<file path="config.mk">
export PLATFORM = sky130hd
export DESIGN_NAME = pe_seq_ctrl
export DESIGN_NICKNAME = d
export VERILOG_FILES = /design/src/rtl/pe_seq_ctrl.sv
export SDC_FILE = /design/constraint.sdc
export NUM_CORES = 1
export LEC_CHECK = 0
export ABC_AREA = 1
export BUFFER_PORTS_ARGS = -buffer_cell sky130_fd_sc_hd__buf_2
export CORE_AREA = 10 10 121 123
export DETAILED_ROUTE_END_ITERATION = 10
export DIE_AREA = 0 0 131 133
export MAX_ROUTING_LAYER = met4
export PLACE_DENSITY = 0.68
export SYNTH_ARGS = -nofsm -noshare
export SYNTH_HDL_FRONTEND = slang
export SYNTH_SLANG_ARGS = --single-unit
</file>
<file path="constraint.sdc">
create_clock -name clk -period 5 [get_ports clk]
set_input_delay 1 -clock clk [delete_from_list [all_inputs] [get_ports clk]]
set_output_delay 1 -clock clk [all_outputs]
set_load 0.02 [all_outputs]
</file>
<file path="src/rtl/pe_seq_ctrl.sv">
// Sequencer for a 256-point NTT/INTT butterfly engine.
// Issues coefficient-pair reads and twiddle indices layer by layer. It drains
// the PE pipeline between layers so that a read never overtakes a pending
// write-back of the previous layer. It also replays each issue as a write-back
// strobe WB_LAT cycles later.
module pe_seq_ctrl #(
    parameter int RD_LAT = 1,
    parameter int PE_LAT = 4
) (
    input  logic       clk,
    input  logic       rst,
    input  logic       start_i,
    input  logic       mode_i,
    input  logic       stall_i,
    output logic       busy_o,
    output logic       done_o,
    output logic       rd_en_o,
    output logic [7:0] rd_addr_a_o,
    output logic [7:0] rd_addr_b_o,
    output logic [6:0] zeta_addr_o,
    output logic       pe_valid_o,
    output logic [3:0] pe_ctrl_o,
    output logic       wr_en_o,
    output logic [7:0] wr_addr_a_o,
    output logic [7:0] wr_addr_b_o
);

    localparam int WB_LAT = RD_LAT + PE_LAT;
    localparam int DW     = $clog2(WB_LAT + 1);

    typedef enum logic [1:0] {IDLE, RUN, DRAIN, DONE} state_t;

    state_t          state_reg, state_next;
    logic [6:0]      n_reg, n_next;
    logic [2:0]      layer_reg, layer_next;
    logic            mode_reg, mode_next;
    logic [DW-1:0]   drain_reg, drain_next;
    logic            issue;

    // Control state registers.
    always_ff @(posedge clk) begin
        if (rst) begin
            state_reg <= IDLE;
            n_reg     <= '0;
            layer_reg <= '0;
            mode_reg  <= 1'b0;
            drain_reg <= '0;
        end else begin
            state_reg <= state_next;
            n_reg     <= n_next;
            layer_reg <= layer_next;
            mode_reg  <= mode_next;
            drain_reg <= drain_next;
        end
    end

    // Next-state logic: issue 128 butterflies per layer, then drain WB_LAT cycles.
    always_comb begin
        state_next = state_reg;
        n_next     = n_reg;
        layer_next = layer_reg;
        mode_next  = mode_reg;
        drain_next = drain_reg;
        issue      = 1'b0;
        case (state_reg)
            IDLE: begin
                if (start_i) begin
                    state_next = RUN;
                    mode_next  = mode_i;
                    layer_next = '0;
                    n_next     = '0;
                end
            end
            RUN: begin
                if (!stall_i) begin
                    issue  = 1'b1;
                    n_next = n_reg + 7'd1;
                    if (n_reg == 7'd127) begin
                        state_next = DRAIN;
                        drain_next = '0;
                    end
                end
            end
            DRAIN: begin
                if (drain_reg == DW'(WB_LAT - 1)) begin
                    if (layer_reg == 3'd6) begin
                        state_next = DONE;
                    end else begin
                        state_next = RUN;
                        layer_next = layer_reg + 3'd1;
                        n_next     = '0;
                    end
                end else begin
                    drain_next = drain_reg + DW'(1);
                end
            end
            DONE: begin
                state_next = IDLE;
            end
            default: begin
                state_next = IDLE;
            end
        endcase
    end

    // Address generation. With L = 2^shift, the pair index a is n with a zero
    // bit inserted at position shift; b sets that bit.
    logic [2:0] shift;
    logic [3:0] shift_p1;
    logic [7:0] n_ext;
    logic [7:0] group8;
    logic [6:0] group7;
    logic [7:0] len;
    logic [7:0] addr_a;
    logic [8:0] zbase;
    logic [6:0] zeta_calc;

    // Butterfly addresses and twiddle index for the current n and layer.
    always_comb begin
        shift     = mode_reg ? (layer_reg + 3'd1) : (3'd7 - layer_reg);
        shift_p1  = {1'b0, shift} + 4'd1;
        n_ext     = {1'b0, n_reg};
        group8    = n_ext >> shift;
        group7    = n_reg >> shift;
        len       = 8'd1 << shift;
        addr_a    = (group8 << shift_p1) | (n_ext & (len - 8'd1));
        zbase     = mode_reg ? ((9'd256 >> shift) - 9'd1) : (9'd128 >> shift);
        zeta_calc = mode_reg ? (7'(zbase) - group7) : (7'(zbase) + group7);
    end

    assign rd_en_o     = issue;
    assign rd_addr_a_o = issue ? addr_a : 8'd0;
    assign rd_addr_b_o = issue ? (addr_a | len) : 8'd0;
    assign zeta_addr_o = issue ? zeta_calc : 7'd0;
    assign busy_o      = (state_reg != IDLE);
    assign done_o      = (state_reg == DONE);
    assign pe_ctrl_o   = busy_o ? {3'b000, mode_reg} : 4'b0000;

    // PE valid: issue strobe delayed by the memory read latency.
    logic [RD_LAT-1:0] vld_pipe;

    // First stage of the read-latency delay line.
    always_ff @(posedge clk) begin
        if (rst) vld_pipe[0] <= 1'b0;
        else     vld_pipe[0] <= issue;
    end

    generate
        for (genvar gi = 1; gi < RD_LAT; gi++) begin : g_vld
            // Remaining read-latency stages.
            always_ff @(posedge clk) begin
                if (rst) vld_pipe[gi] <= 1'b0;
                else     vld_pipe[gi] <= vld_pipe[gi-1];
            end
        end
    endgenerate

    assign pe_valid_o = vld_pipe[RD_LAT-1];

    // Write-back: {strobe, addr_a, addr_b} delayed by read plus PE latency.
    // Reset flushes it so an aborted operation never writes.
    logic [16:0] wb_pipe [WB_LAT];

    generate
        for (genvar gi = 0; gi < WB_LAT; gi++) begin : g_wb
            if (gi == 0) begin : g_head
                // Capture the current issue.
                always_ff @(posedge clk) begin
                    if (rst) wb_pipe[gi] <= '0;
                    else     wb_pipe[gi] <= {rd_en_o, rd_addr_a_o, rd_addr_b_o};
                end
            end else begin : g_body
                // Shift toward the write port.
                always_ff @(posedge clk) begin
                    if (rst) wb_pipe[gi] <= '0;
                    else     wb_pipe[gi] <= wb_pipe[gi-1];
                end
            end
        end
    endgenerate

    assign wr_en_o     = wb_pipe[WB_LAT-1][16];
    assign wr_addr_a_o = wb_pipe[WB_LAT-1][15:8];
    assign wr_addr_b_o = wb_pipe[WB_LAT-1][7:0];

endmodule
</file>
==> results of run 1 <==
## logic make-up after synthesis
logic type | count (synthesis) | share of synthesized area, %
other | 1 | 0.0777
AO/OA/AOI/OAI | 63 | 7.89
buffers and inverters | 161 | 13.7
AND/OR/NAND/NOR | 321 | 29.9
adder cells (fa/ha/maj) | 18 | 4.82
XOR/XNOR | 9 | 1.63
flip-flops | 101 | 41.9
## worst min-delay path by stage
stage | startpoint | to | depth (start not counted)
2_1_floorplan | wb_pipe[0][0] | wb_pipe[1][0] | 2
6_report | wb_pipe[1][12] | wb_pipe[2][12] | 2
3_5_place_dp | wb_pipe[3][2] | wb_pipe[4][2] | 2
4_1_cts | wb_pipe[3][2] | wb_pipe[4][2] | 2
3_3_place_gp | wb_pipe[1][14] | wb_pipe[2][14] | 2
5_1_grt | wb_pipe[1][5] | wb_pipe[2][5] | 2
## timing repair
item | CTS | global route
setup endpoints to repair | 0 | 1
hold buffers | 0 | 0
gates resized for setup | 0 | 2
## where the power goes
group / switching [mW] / total, mW / internal (mW)
clock network: 0.310 / 0.658 / 0.349
logic: 0.353 / 0.523 / 0.170
registers: 0.0135 / 0.839 / 0.825
## routing by layer
layer  wire, um  share of wire, %  GRT usage [%]
met1       4450                45           14.1
met2       4820                49           20.7
met3        533               5.4           3.20
met4         95              0.96           3.09
met5          0                 0              -
## layout make-up
class | count | area (um2) | share of cell area, %
sequential | 101 | 2020 | 36.9
tap | 172 | 215 | 3.92
inverter | 140 | 528 | 9.62
clock buffer | 9 | 225 | 4.10
multi-input combinational | 414 | 2150 | 39.1
timing repair buffer | 54 | 283 | 5.15
clock inverter | 7 | 66.3 | 1.21
## layout by cell type (no fill, tap or decap), types with 2 or more instances in the layout
cell type and count:
sky130_fd_sc_hd__a211oi_1 6, sky130_fd_sc_hd__dfxtp_1 99, sky130_fd_sc_hd__clkbuf_16 9, sky130_fd_sc_hd__nor2_4 2, sky130_fd_sc_hd__and2_1 2, sky130_fd_sc_hd__buf_4 5
sky130_fd_sc_hd__a21oi_1 20, sky130_fd_sc_hd__ha_1 17, sky130_fd_sc_hd__nor2_1 101, sky130_fd_sc_hd__dfxtp_2 2, sky130_fd_sc_hd__o21ai_1 6, sky130_fd_sc_hd__o21ai_2 4
sky130_fd_sc_hd__buf_2 49, sky130_fd_sc_hd__a21oi_2 4, sky130_fd_sc_hd__nor3_1 3, sky130_fd_sc_hd__nand2_4 6, sky130_fd_sc_hd__inv_1 127, sky130_fd_sc_hd__or2_2 2
sky130_fd_sc_hd__inv_2 12, sky130_fd_sc_hd__nand4_1 4, sky130_fd_sc_hd__nand2_2 15, sky130_fd_sc_hd__nand2_1 133, sky130_fd_sc_hd__xor2_1 8, sky130_fd_sc_hd__nor4_1 2
sky130_fd_sc_hd__conb_1 3, sky130_fd_sc_hd__nand3_2 5, sky130_fd_sc_hd__o211ai_1 2, sky130_fd_sc_hd__o22ai_1 2, sky130_fd_sc_hd__inv_6 2, sky130_fd_sc_hd__nand3_1 31
sky130_fd_sc_hd__o21ai_0 15, sky130_fd_sc_hd__nor2_2 9
## per-stage QoR
stage	setup WS (ns)	hold slack, ns	util, %	std cells
2_1_floorplan	0.612	0.388	-	676
3_3_place_gp	0.746	0.388	42.0	881
3_5_place_dp	0.683	0.392	42.0	881
4_1_cts	0.301	0.400	44.4	897
5_1_grt	0.0131	0.404	44.4	897
6_report	0.359	0.397	44.4	897
## worst max-delay path: stages (launching register included)
cell and delay [ns]:
sky130_fd_sc_hd__dfxtp_2 0.36, sky130_fd_sc_hd__inv_4 0.03, sky130_fd_sc_hd__ha_1 0.30, sky130_fd_sc_hd__nand2_1 0.11, sky130_fd_sc_hd__nand2_4 0.09, sky130_fd_sc_hd__nor2_1 0.20
sky130_fd_sc_hd__ha_1 0.27, sky130_fd_sc_hd__inv_1 0.09, sky130_fd_sc_hd__ha_1 0.21, sky130_fd_sc_hd__xor2_1 0.16, sky130_fd_sc_hd__nand2_1 0.06, sky130_fd_sc_hd__o21ai_0 0.08
sky130_fd_sc_hd__ha_1 0.31, sky130_fd_sc_hd__inv_1 0.09, sky130_fd_sc_hd__o21bai_1 0.09, sky130_fd_sc_hd__nand2_1 0.08, sky130_fd_sc_hd__nand2_1 0.05, sky130_fd_sc_hd__a21oi_1 0.16
sky130_fd_sc_hd__inv_1 0.06, sky130_fd_sc_hd__nand3_1 0.10, sky130_fd_sc_hd__nand3_1 0.10, sky130_fd_sc_hd__a21oi_2 0.13, sky130_fd_sc_hd__buf_2 0.17
==> out/summary.md, run 1 <==
Across the run, the number of max-cap violations was 0. The synthesized netlist contains 46 unique library cells. In the synthesized netlist the async set-or-reset flop fraction comes to 0%. The worst-case vdd ir drop came out at 160 uV. Summing internal, switching and leakage power gives 2.02 mW.

The tools report the number of global-route vias before repair as 3,690. The number of antenna diodes in the final layout is 0. The startpoint identified for the worst register-to-register timing path is layer_reg[0]. By count the netlist is led by sky130_fd_sc_hd__nand2_1, sky130_fd_sc_hd__inv_1, sky130_fd_sc_hd__dfxtp_1, sky130_fd_sc_hd__nor2_1, sky130_fd_sc_hd__nand3_1. The worst pin sits at a relative slew slack of 58.3%. The average footprint of a synthesized cell is 7.16 um2, and the final routed wire length divided by cell count is 11.0 um. For the total number of vias, the log shows 3,907. Cell with the most instances after synthesis: sky130_fd_sc_hd__nand2_1.

During synthesis, Yosys emitted a total of 0 warnings. Of all cell types, the one taking the most synthesized area is sky130_fd_sc_hd__dfxtp_1. In the finished design, the share of the clock period the worst path needs comes to 92.8%. STA classifies the critical path startpoint as a flip-flop.

In this run the register-to-register setup slack is 2.66 ns. TritonCTS built the clock tree. The critical path is of the reg2out type. The run gives 1,253 as the fill cell instance count of the final layout.

The wire length reported by the detailed router was 9.89 mm. The count of cells along the worst register-to-register path was 14; the worst-path maximum fanout was 7. The launch point of the critical path is layer_reg[0]. The worst-margin pin slew was 0.625 ns; the sum of negative setup slack was 0 ns.

The count of buffers from port buffering works out to 49. For this run, the top clock speed supported by timing is 215 MHz. The number of antenna violations at the first check in global routing was 0; the data required time at the worst endpoint was 4.00 ns. The logs give 2 for the clock tree buffer depth and 2.72 nW for the reported leakage power. For this run, the total global-route usage over all layers was measured as 12.3%. The hold violation total from the final report was 0.

Flip-flop cell with the highest count after synthesis: sky130_fd_sc_hd__dfxtp_1. After detailed routing, the number of vias per cell comes to 4.36. The placer congestion estimate came out at 0.957. Post-CTS timing repair inserted 0 buffers for setup. The height of the chip is 133 um. The number of detailed-route iterations in the first pass was 4; the number of top-level pins was 53.

Clock skew on the completed layout was measured at 0.00782 ns. Entering global routing, the biggest net connects 59 pins. The cell area that synthesis handed to floorplanning was 0.00482 mm2. Setup repair after global routing left no endpoint under its margin.

Yosys mapped a number of flops with a built-in enable equal to 0. The capturing element of the worst setup path is zeta_addr_o[6]. The clock net in this run drives a total of 101 sinks.

The flip-flop count of the largest register, all copies and words added was 84. The run gives 41.9% as the fraction of the yosys area taken by sequential cells. Setup violations remaining at the end of the flow were counted as 0. The wire-length estimate of the detail-placed layout is 7.66 mm. By area the synthesized netlist is led by sky130_fd_sc_hd__dfxtp_1, sky130_fd_sc_hd__nand2_1, sky130_fd_sc_hd__inv_1. The clock-pin slew on the worst setup and hold paths is 0.07 ns, and the total power per unit cell area is 368 mW/mm2.

The area growth from synthesis to layout is 13.8%. The total number of placement rows was 41; the overall die width was 131 um. The die covers 0.0174 mm2. The number of clock buffers added by TritonCTS is 9. Of the cells placed in the final design, the portion with a size suffix greater than 1 is 18.5%.

The count of pins over their slew limit was 0; the number of design rule violations left after detail routing was 0. In this run the remaining antenna-violating nets after routing total 0. Path category of the worst min-delay check: reg2reg.

The final critical delay including setup and external delays is 4.64 ns, and the clock latency reported for the late side of the worst-skew pair is 0.34 ns. The run finished with clean final reports. The area inside the core boundary is 0.0124 mm2. The post-synthesis sequential element count is 101, and the number of nets in the layout is 743. The placed instances occupy a cell area of 0.00519 mm2. The top cell type by area accounts for 41.9% of the synthesized area. The endpoint identified for the worst register-to-register timing path is wb_pipe[0][6]. For the detailed router's first-iteration violation count, the log shows 215.

The total overflow left after global routing is 0. For the first-pass GRT wire length, the log shows 17.0 mm. The kind of end point of the critical path was a primary output. The post-route standard cell area excluding fillers is 0.00549 mm2, and the initial cell density of the core is 39.0%. The tree is rooted in a sky130_fd_sc_hd__clkbuf_16.

Synthesis produced a netlist whose cell count is 674. The data arrival time of the critical path was 3.64 ns; the maximum level of the CTS H-tree was 3.
Note: power is estimated with default switching activity, not from simulation.
==> run 2: changes to the inputs <==
REMOVE_ABC_BUFFERS = 1   (was default)
SLEW_MARGIN = 25   (was default)
==> run 2 against run 1 <==
  * Clock power is 0.9% higher
  * First-iteration DRC count is 8.4% lower
  * Via count is 0.87% lower
  * Flip-flop and latch count stayed put
  * Cell area is 0.39% higher
  * Combinational power hardly changed
  * Clock skew is 0.0028 ns lower
  * Maximum frequency is 0.42% lower
  * Critical path type unchanged
  * Critical endpoint unchanged
  * Largest cell class unchanged
==> out/summary.md, run 2 (synthesis results as in run 1) <==
STA classifies the critical path startpoint as a flip-flop. No sink is reached through more buffers than the 2 on the longest clock path. The internal power came out at 1.35 mW.

The library cells used most frequently in the layout, excluding fill and tap cells, are sky130_fd_sc_hd__nand2_1, sky130_fd_sc_hd__inv_1, sky130_fd_sc_hd__nor2_1. The run gives 44.5% as the max-slew headroom at the worst pin. Share of post-route cells with drive strength above 1: 18.8%. The logs give 41 for the total number of placement rows and 0 for the number of antenna violations at the first check in global routing. For the area inside the core boundary, the log shows 0.0124 mm2.

The worst register-to-register path ends at wb_pipe[0][6]. The height of the chip is 133 um. The kind of end point of the critical path is a primary output.

Pin placement for this block handled 53 I/O pins. Setup slack on the worst reg-to-reg path comes out at 2.70 ns. Port buffering added 49 buffers. The cell depth of the worst min-delay path was 2; the total inserted antenna cells was 0.

For this run the aggregate overflow at the end of global routing stands at 0. The tools report the clock latency reported for the late side of the worst-skew pair as 0.34 ns. For the worst flop-to-flop path, the logic depth is 14. The worst-margin pin slew works out to 0.832 ns. The final routed wire length divided by cell count is 11.1 um.

The first-pass GRT wire length is 16.5 mm, and the number of standard cells in the layout, taps in and fillers out is 897. In the routed design, unresolved DRC markers number 0. The tools report the launch point of the critical path as layer_reg[0]. The analysis attributes to cell leakage a power of 2.72 nW. The most common cell after layout, fill and taps aside was sky130_fd_sc_hd__nand2_1. The analysis attributes to net switching a power of 678 uW.

By startpoint and endpoint, the worst setup path is classified as reg2out. Setup repair after global routing left no endpoint under its margin. In this run the power density over the cells is 368 mW/mm2. The run gives 3,873 as the total number of vias.

The highest clock rate was 215 MHz. The root buffer cell chosen for the clock tree is sky130_fd_sc_hd__clkbuf_16. The portion of the clock cycle consumed by the worst path in the final layout is 93.2%, and the initial cell density of the core is 39.0%. The number of global-route vias before repair is 3,617. Global routing consumed, over all layers together, 12.0% of the routing resources. The fraction of power consumed by combinational cells is 25.8%. Entering global routing, the biggest net connects 46 pins. Wires add up to 9.96 mm. The startpoint of the most critical register-to-register path was layer_reg[0].

Overall die width: 131 um. The congestion estimate from routability-driven global placement came to 0.954. The run gives 32.8% as the proportion of power drawn by the clock network.

For this design, the CTS-stage hold fixing added 0 buffers. The min-delay analysis places its worst path in the category reg2reg. Setup violations remaining at the end of the flow were counted as 0. The ratio of routed vias to standard cells is 4.32.

The run gives 0 as the count of pins over their slew limit. The fraction of power spent switching nets was 33.5%; the data arrival time of the critical path was 3.66 ns. The run gives 881 as the placed cell count. Area of the die: 0.0174 mm2.

The number of detailed-route iterations in the first pass is 4. The number of sinks handled by clock tree synthesis is 101. The maximum level of the CTS H-tree is 3. The net count of the finished layout is 743. The logs give 9 for the number of buffers created by CTS and 0 for the setup fix buffers added after clock tree synthesis. The signed area change from the synthesized netlist to the final layout is 14.2%. IR analysis of the VDD net gives a maximum drop of 152 uV. TritonCTS built the clock tree. The path with the worst hold slack has its endpoint at wb_pipe[3][12]. For the final routed database, the setup TNS stands at 0 ns. The clock period could shrink to 4.66 ns. The clock skew after layout was 0.00503 ns.

The run finished with clean final reports. The post-route antenna net violation count was 0; the post-cts resize count was 0. The beginning of the worst hold path was wb_pipe[2][12]. Along the worst path, the maximum fanout reaches 9.

The logs give 0 for the hold violation total from the final report and 0 for the number of max-cap violations. Once detailed placement completed, the half-perimeter wirelength came to 7.70 mm. The logs give 4.00 ns for the data required time at the worst endpoint and 41.4% for the sequential group share of total power. Clock-pin slew was measured on the worst setup and hold paths at 0.07 ns. The flip-flop count of the largest register, all copies and words added came out at 84. For this block, the initial DRC count from the detailed router was 197.
## run 2: critical path: stages, from the launching register on
cell and delay, ns:
sky130_fd_sc_hd__dfxtp_2 0.37, sky130_fd_sc_hd__inv_4 0.04, sky130_fd_sc_hd__ha_1 0.29, sky130_fd_sc_hd__inv_1 0.08, sky130_fd_sc_hd__nand2_1 0.08, sky130_fd_sc_hd__nand2_4 0.13
sky130_fd_sc_hd__nand2_1 0.07, sky130_fd_sc_hd__nand2_2 0.08, sky130_fd_sc_hd__inv_2 0.04, sky130_fd_sc_hd__nand2_2 0.06, sky130_fd_sc_hd__nand2_4 0.08, sky130_fd_sc_hd__ha_1 0.21
sky130_fd_sc_hd__nor2_1 0.12, sky130_fd_sc_hd__xor2_1 0.16, sky130_fd_sc_hd__inv_1 0.06, sky130_fd_sc_hd__ha_1 0.33, sky130_fd_sc_hd__a21oi_1 0.18, sky130_fd_sc_hd__o21bai_1 0.11
sky130_fd_sc_hd__nand2_1 0.09, sky130_fd_sc_hd__nand2_1 0.05, sky130_fd_sc_hd__a21oi_1 0.15, sky130_fd_sc_hd__inv_1 0.06, sky130_fd_sc_hd__nand3_1 0.09, sky130_fd_sc_hd__nand3_1 0.10
sky130_fd_sc_hd__a21oi_2 0.13, sky130_fd_sc_hd__buf_2 0.17
## run 2: metrics by stage
step,power [mW],worst slack [ns],cell area [um2],hold slack [ns],util [%]
final,2.03,0.339,5510,0.399,44.6
after global routing,2.16,0.0131,5510,0.407,44.6
after CTS,2.05,0.267,5490,0.399,44.4
after detailed placement,1.38,0.655,5190,0.392,42.0
after global placement,1.38,0.748,5190,0.388,42.0
after floorplan,1.25,0.474,4700,0.388,-
## run 2: layout make-up
type	instances	area, um2
fill	1268	6850
multi-input combinational	414	2170
sequential	101	2020
inverter	140	528
timing repair buffer	54	283
clock buffer	9	225
tap	172	215
clock inverter	7	68.8
## run 2: worst max-delay path by stage
stage / cells after the start / end / slack (ns)
after global routing: 26 / zeta_addr_o[6] / 0.01
after detailed placement: 26 / zeta_addr_o[6] / 0.65
after floorplan: 25 / zeta_addr_o[6] / 0.47
final: 25 / zeta_addr_o[6] / 0.34
after CTS: 26 / zeta_addr_o[6] / 0.27
after global placement: 26 / zeta_addr_o[6] / 0.75
## run 2: per-layer routing
| metal | vias to the layer above | part of all wire (%) | global-route usage, % | wire, um |
|---|---|---|---|---|
| met4 | 0 | 1.1 | 3.77 | 111 |
| li1 | 2118 | - | - | - |
| met1 | 1670 | 45 | 14.4 | 4520 |
| met2 | 77 | 48 | 19.8 | 4730 |
| met5 | - | 0 | - | 0 |
| met3 | 8 | 6.0 | 2.28 | 598 |
## run 2: power groups by stage
stage,logic [mW],registers [mW],clock network (mW)
finish,0.523,0.840,0.664
global route,0.602,0.842,0.720
CTS,0.523,0.839,0.690
detailed placement,0.520,0.858,0
global placement,0.521,0.857,0
floorplan,0.383,0.863,0
==> run 3: changes to the inputs <==
ABC_AREA = default   (was 1)
CORE_AREA = 10 10 122 124   (was 10 10 121 123)
DIE_AREA = 0 0 132 134   (was 0 0 131 133)
==> run 3 against run 2 <==
  * Non-clock buffer count increased by 17
  * Sequential power shrank 3.5%
  * Maximum frequency down 3.5%
  * Synthesized cell count down 19%
  * Die area up 1.5%
  * Via count up 2.4%
  * Critical endpoint unchanged
  * Largest power group unchanged
==> out/summary.md, run 3 <==
In the routed layout, each cell is associated on average with a via count of 5.19. The count of pins over their slew limit was 0; the average footprint of a synthesized cell was 8.97 um2. The fraction of the yosys area taken by sequential cells is 41.5%. The tree is rooted in a sky130_fd_sc_hd__clkbuf_16. The placer congestion estimate came out at 0.953. The cell with the most instances after synthesis is sky130_fd_sc_hd__dfxtp_1. The run finished with clean final reports. The worst pin sits at a relative slew slack of 32.2%.

The total power per unit cell area was 285 mW/mm2. The area inside the core boundary came out at 0.0125 mm2. The tightest min-delay check is of the reg2reg type.

The clock-pin slew on the worst setup and hold paths was 0.07 ns. After detailed routing, the average wire length per cell comes to 16.2 um. The first global-routing pass estimated 20.3 mm of wire.

Post-route standard cell area excluding fillers: 0.00568 mm2. Of the available clock period, the critical path in the final layout requires 96.6%. The number of top-level pins was 53.

The XOR/XNOR share of the synthesized area works out to 4.08%. For the post-synth design cell area, the log shows 0.00487 mm2. Input and output buffers added on the ports amount to 49. The most common cell after layout, fill and taps aside is sky130_fd_sc_hd__dfxtp_1.

In the synthesized netlist, the number of instances is 543. The filler cells instantiated in the layout total 1,207. For the final routed database, the setup TNS stands at 0 ns. The proportion of synthesized flip-flops having asynchronous set or reset works out to 0%. The clock tree buffer depth is 2, and the utilization after layout is 45.5%. Yosys attributes the largest share of cell area to sky130_fd_sc_hd__dfxtp_1, sky130_fd_sc_hd__nor2b_1, sky130_fd_sc_hd__ha_1.

Wires add up to 12.4 mm. The number of antenna violations at the first check in global routing is 0. TritonCTS built the clock tree. Counting flops with a built-in enable in the synthesized netlist gives 0. The critical path goes through inv_2 > ha_4 > mux2_4 > buf_4 > mux2i_4 > nand2_1 > and2_1 > a21oi_1 > xor2_1 > ha_1 > o21ai_1 > o21bai_1 > a21oi_1 > xnor3_1 > mux2i_1 > buf_4. The synthesized design spends more area on one cell type than any other, namely sky130_fd_sc_hd__dfxtp_1. Once the floorplan was initialized, standard cells occupied 39.1% of the core. The total inserted antenna cells was 0. Counting the buffers created by CTS gives 9.

The hold violation total from the final report is 0. The remaining global-route overflow was 0. The number of global-route vias before repair is 3,910, and the number of nets in the layout is 610. Summing over every cut layer, the via total after detailed routing is 3,967.

For the area of the die, the log shows 0.0177 mm2. The highest clock rate was 207 MHz; the signed area change from the synthesized netlist to the final layout was 16.6%. The start-to-end type of the worst setup path is reg2out.

The commonest cells after synthesis are sky130_fd_sc_hd__dfxtp_1, sky130_fd_sc_hd__nor2b_1, sky130_fd_sc_hd__nor2_1. The overall die width works out to 132 um. The share of post-route cells with drive strength above 1 is 20.8%, and the share of the synthesized area in the top cell type is 41.5%. Number of buffer and inverter stages on the critical path: 3.

The slowest stage of the critical path belongs to the cell sky130_fd_sc_hd__dfxtp_4. The detail route stage leaves a number of antenna-violating nets equal to 0. The first TritonRoute pass finished after 5 iterations. The worst-margin pin slew is 1.02 ns.

Flip-flop cell with the highest count after synthesis: sky130_fd_sc_hd__dfxtp_1. The library cells used most frequently in the layout, excluding fill and tap cells, are sky130_fd_sc_hd__dfxtp_1, sky130_fd_sc_hd__nor2b_1, sky130_fd_sc_hd__buf_2. For the clock latency reported for the late side of the worst-skew pair, the log shows 0.34 ns. Among cell families on the critical path, the largest total delay comes from multiplexers. Max-cap violations in this run came to 0.

In the global route stage, overall resource usage came out at 14.4%. Data on the critical path arrives at its endpoint at 3.83 ns. The post-synthesis sequential element count was 101; the final critical delay including setup and external delays was 4.83 ns. The tree built by TritonCTS fans out to 101 sinks.

The worst setup path is captured at a primary output. The largest single stage delay on the critical path is 0.38 ns. The worst-case vdd ir drop came out at 148 uV. Of the total synthesized cell area, the portion taken by AND, OR, NAND and NOR gates is 23.2%. Entering global routing, the biggest net connects 47 pins. The run gives 0 as the final setup violation count. The clock arrives with 0.0121 ns of skew. The H-tree was split into 3 levels. The detailed router finished its first iteration with 347 violations. The synthesized netlist devotes 15.7% of its cell area to compound gates. After detailed routing, the number of remaining DRC violations is 0. During synthesis, Yosys emitted a total of 0 warnings.

STA classifies the critical path startpoint as a flip-flop. The count of cell types in the netlist was 73. Largest family of logic cells by synthesized area: simple AND/OR/NAND/NOR gates.

The sum of internal, switching and leakage power was 1.62 mW; the post-place instance area was 0.00528 mm2. The flip-flop count of the largest register, all copies and words added is 84, and the reported leakage power is 2.31 nW. Height of the chip: 134 um. The wire-length estimate of the detail-placed layout is 8.92 mm. The run gives 41 as the total number of placement rows. Of the total synthesized cell area, the portion taken by full adders, half adders and majority gates is 4.78%. The data required time at the worst endpoint is 4.00 ns. The worst-path maximum fanout works out to 6. The multiplexer fraction of the synthesized cell area is 5.37%.
## run 3: cell types whose count changed after synthesis, moves of 8 or more
| cell | before | now |
|---|---|---|
| sky130_fd_sc_hd__nand3_1 | 31 | 10 |
| sky130_fd_sc_hd__nor2_1 | 101 | 45 |
| sky130_fd_sc_hd__clkbuf_1 | 10 | 24 |
| sky130_fd_sc_hd__a31oi_1 | 1 | 11 |
| sky130_fd_sc_hd__inv_1 | 127 | 14 |
| sky130_fd_sc_hd__inv_2 | 12 | 2 |
| sky130_fd_sc_hd__mux2_2 | 0 | 8 |
| sky130_fd_sc_hd__a21oi_1 | 20 | 35 |
| sky130_fd_sc_hd__nor2_2 | 9 | 1 |
| sky130_fd_sc_hd__nand2_1 | 133 | 35 |
| sky130_fd_sc_hd__nor2b_1 | 0 | 72 |
| sky130_fd_sc_hd__nand2_2 | 15 | 0 |
| sky130_fd_sc_hd__nor3_1 | 3 | 16 |
| sky130_fd_sc_hd__mux2i_1 | 0 | 10 |
## run 3: worst register-to-register path, delay by kind of cell (launching register included)
family / cells / cell delay (ns)
AO/OA/AOI/OAI: 3 / 0.93
XOR/XNOR: 1 / 0.17
adder cells (fa/ha/maj): 2 / 0.47
buffers and inverters: 3 / 0.63
flip-flops: 1 / 0.39
AND/OR/NAND/NOR: 1 / 0.16
## run 3: kinds of logic (layout without fill, tap and decap cells)
kind of cell | Yosys count | count (layout)
simple gates | 212 | 212
compound gates | 113 | 113
flops | 101 | 101
buf+inv | 57 | 104
mux | 22 | 22
xor+xnor | 19 | 19
fa+ha+maj | 18 | 18
other cells | 1 | 3
## run 3: worst paths after layout
kind                     to           from  slack, ns  depth (start not counted)
min           wb_pipe[3][4]  wb_pipe[2][4]       0.43                          1
max reg2reg   wb_pipe[0][5]   layer_reg[1]       2.17                         10
max          zeta_addr_o[6]   layer_reg[0]       0.17                         16
min reg2reg   wb_pipe[3][4]  wb_pipe[2][4]       0.43                          1
## run 3: layout make-up
type	count	area [um2]	area share (%)
Multi-Input combinational cell	387	2660	46.8
Sequential cell	101	2030	35.7
Timing Repair Buffer	71	424	7.47
Clock buffer	10	239	4.21
Tap cell	172	215	3.79
Inverter	17	63.8	1.12
Clock inverter	6	50.0	0.881
## run 3: what timing repair did
action                                  4_1_cts  5_1_grt
hold buffers                                  0        0
setup buffers                                 0        4
gates resized for setup                       5       17
endpoints found under the setup margin        1        1
cloned                                        0        0
pin swaps                                     0        1
## run 3: routing by layer
metal  vias up  global-route usage (%)  wire length [um]
li1       1961                       -                 -
met1      1873                    17.2              5680
met2       117                    23.1              5900
met3        16                    3.14               556
met4         0                    5.81               255
met5         -                       -                 0
## run 3: through the flow
step	cells	setup WS [ns]	hold slack, ns
2_1_floorplan	505	-0.538	0.414
3_3_place_gp	744	0.287	0.415
3_5_place_dp	744	0.208	0.420
4_1_cts	760	0.00272	0.430
5_1_grt	764	-0.0165	0.444
6_report	764	0.170	0.432
## run 3: power by group
part	switching (mW)	internal, mW
Sequential	0.00413	0.806
Combinational	0.0919	0.0472
Clock	0.311	0.359
Total	0.407	1.21
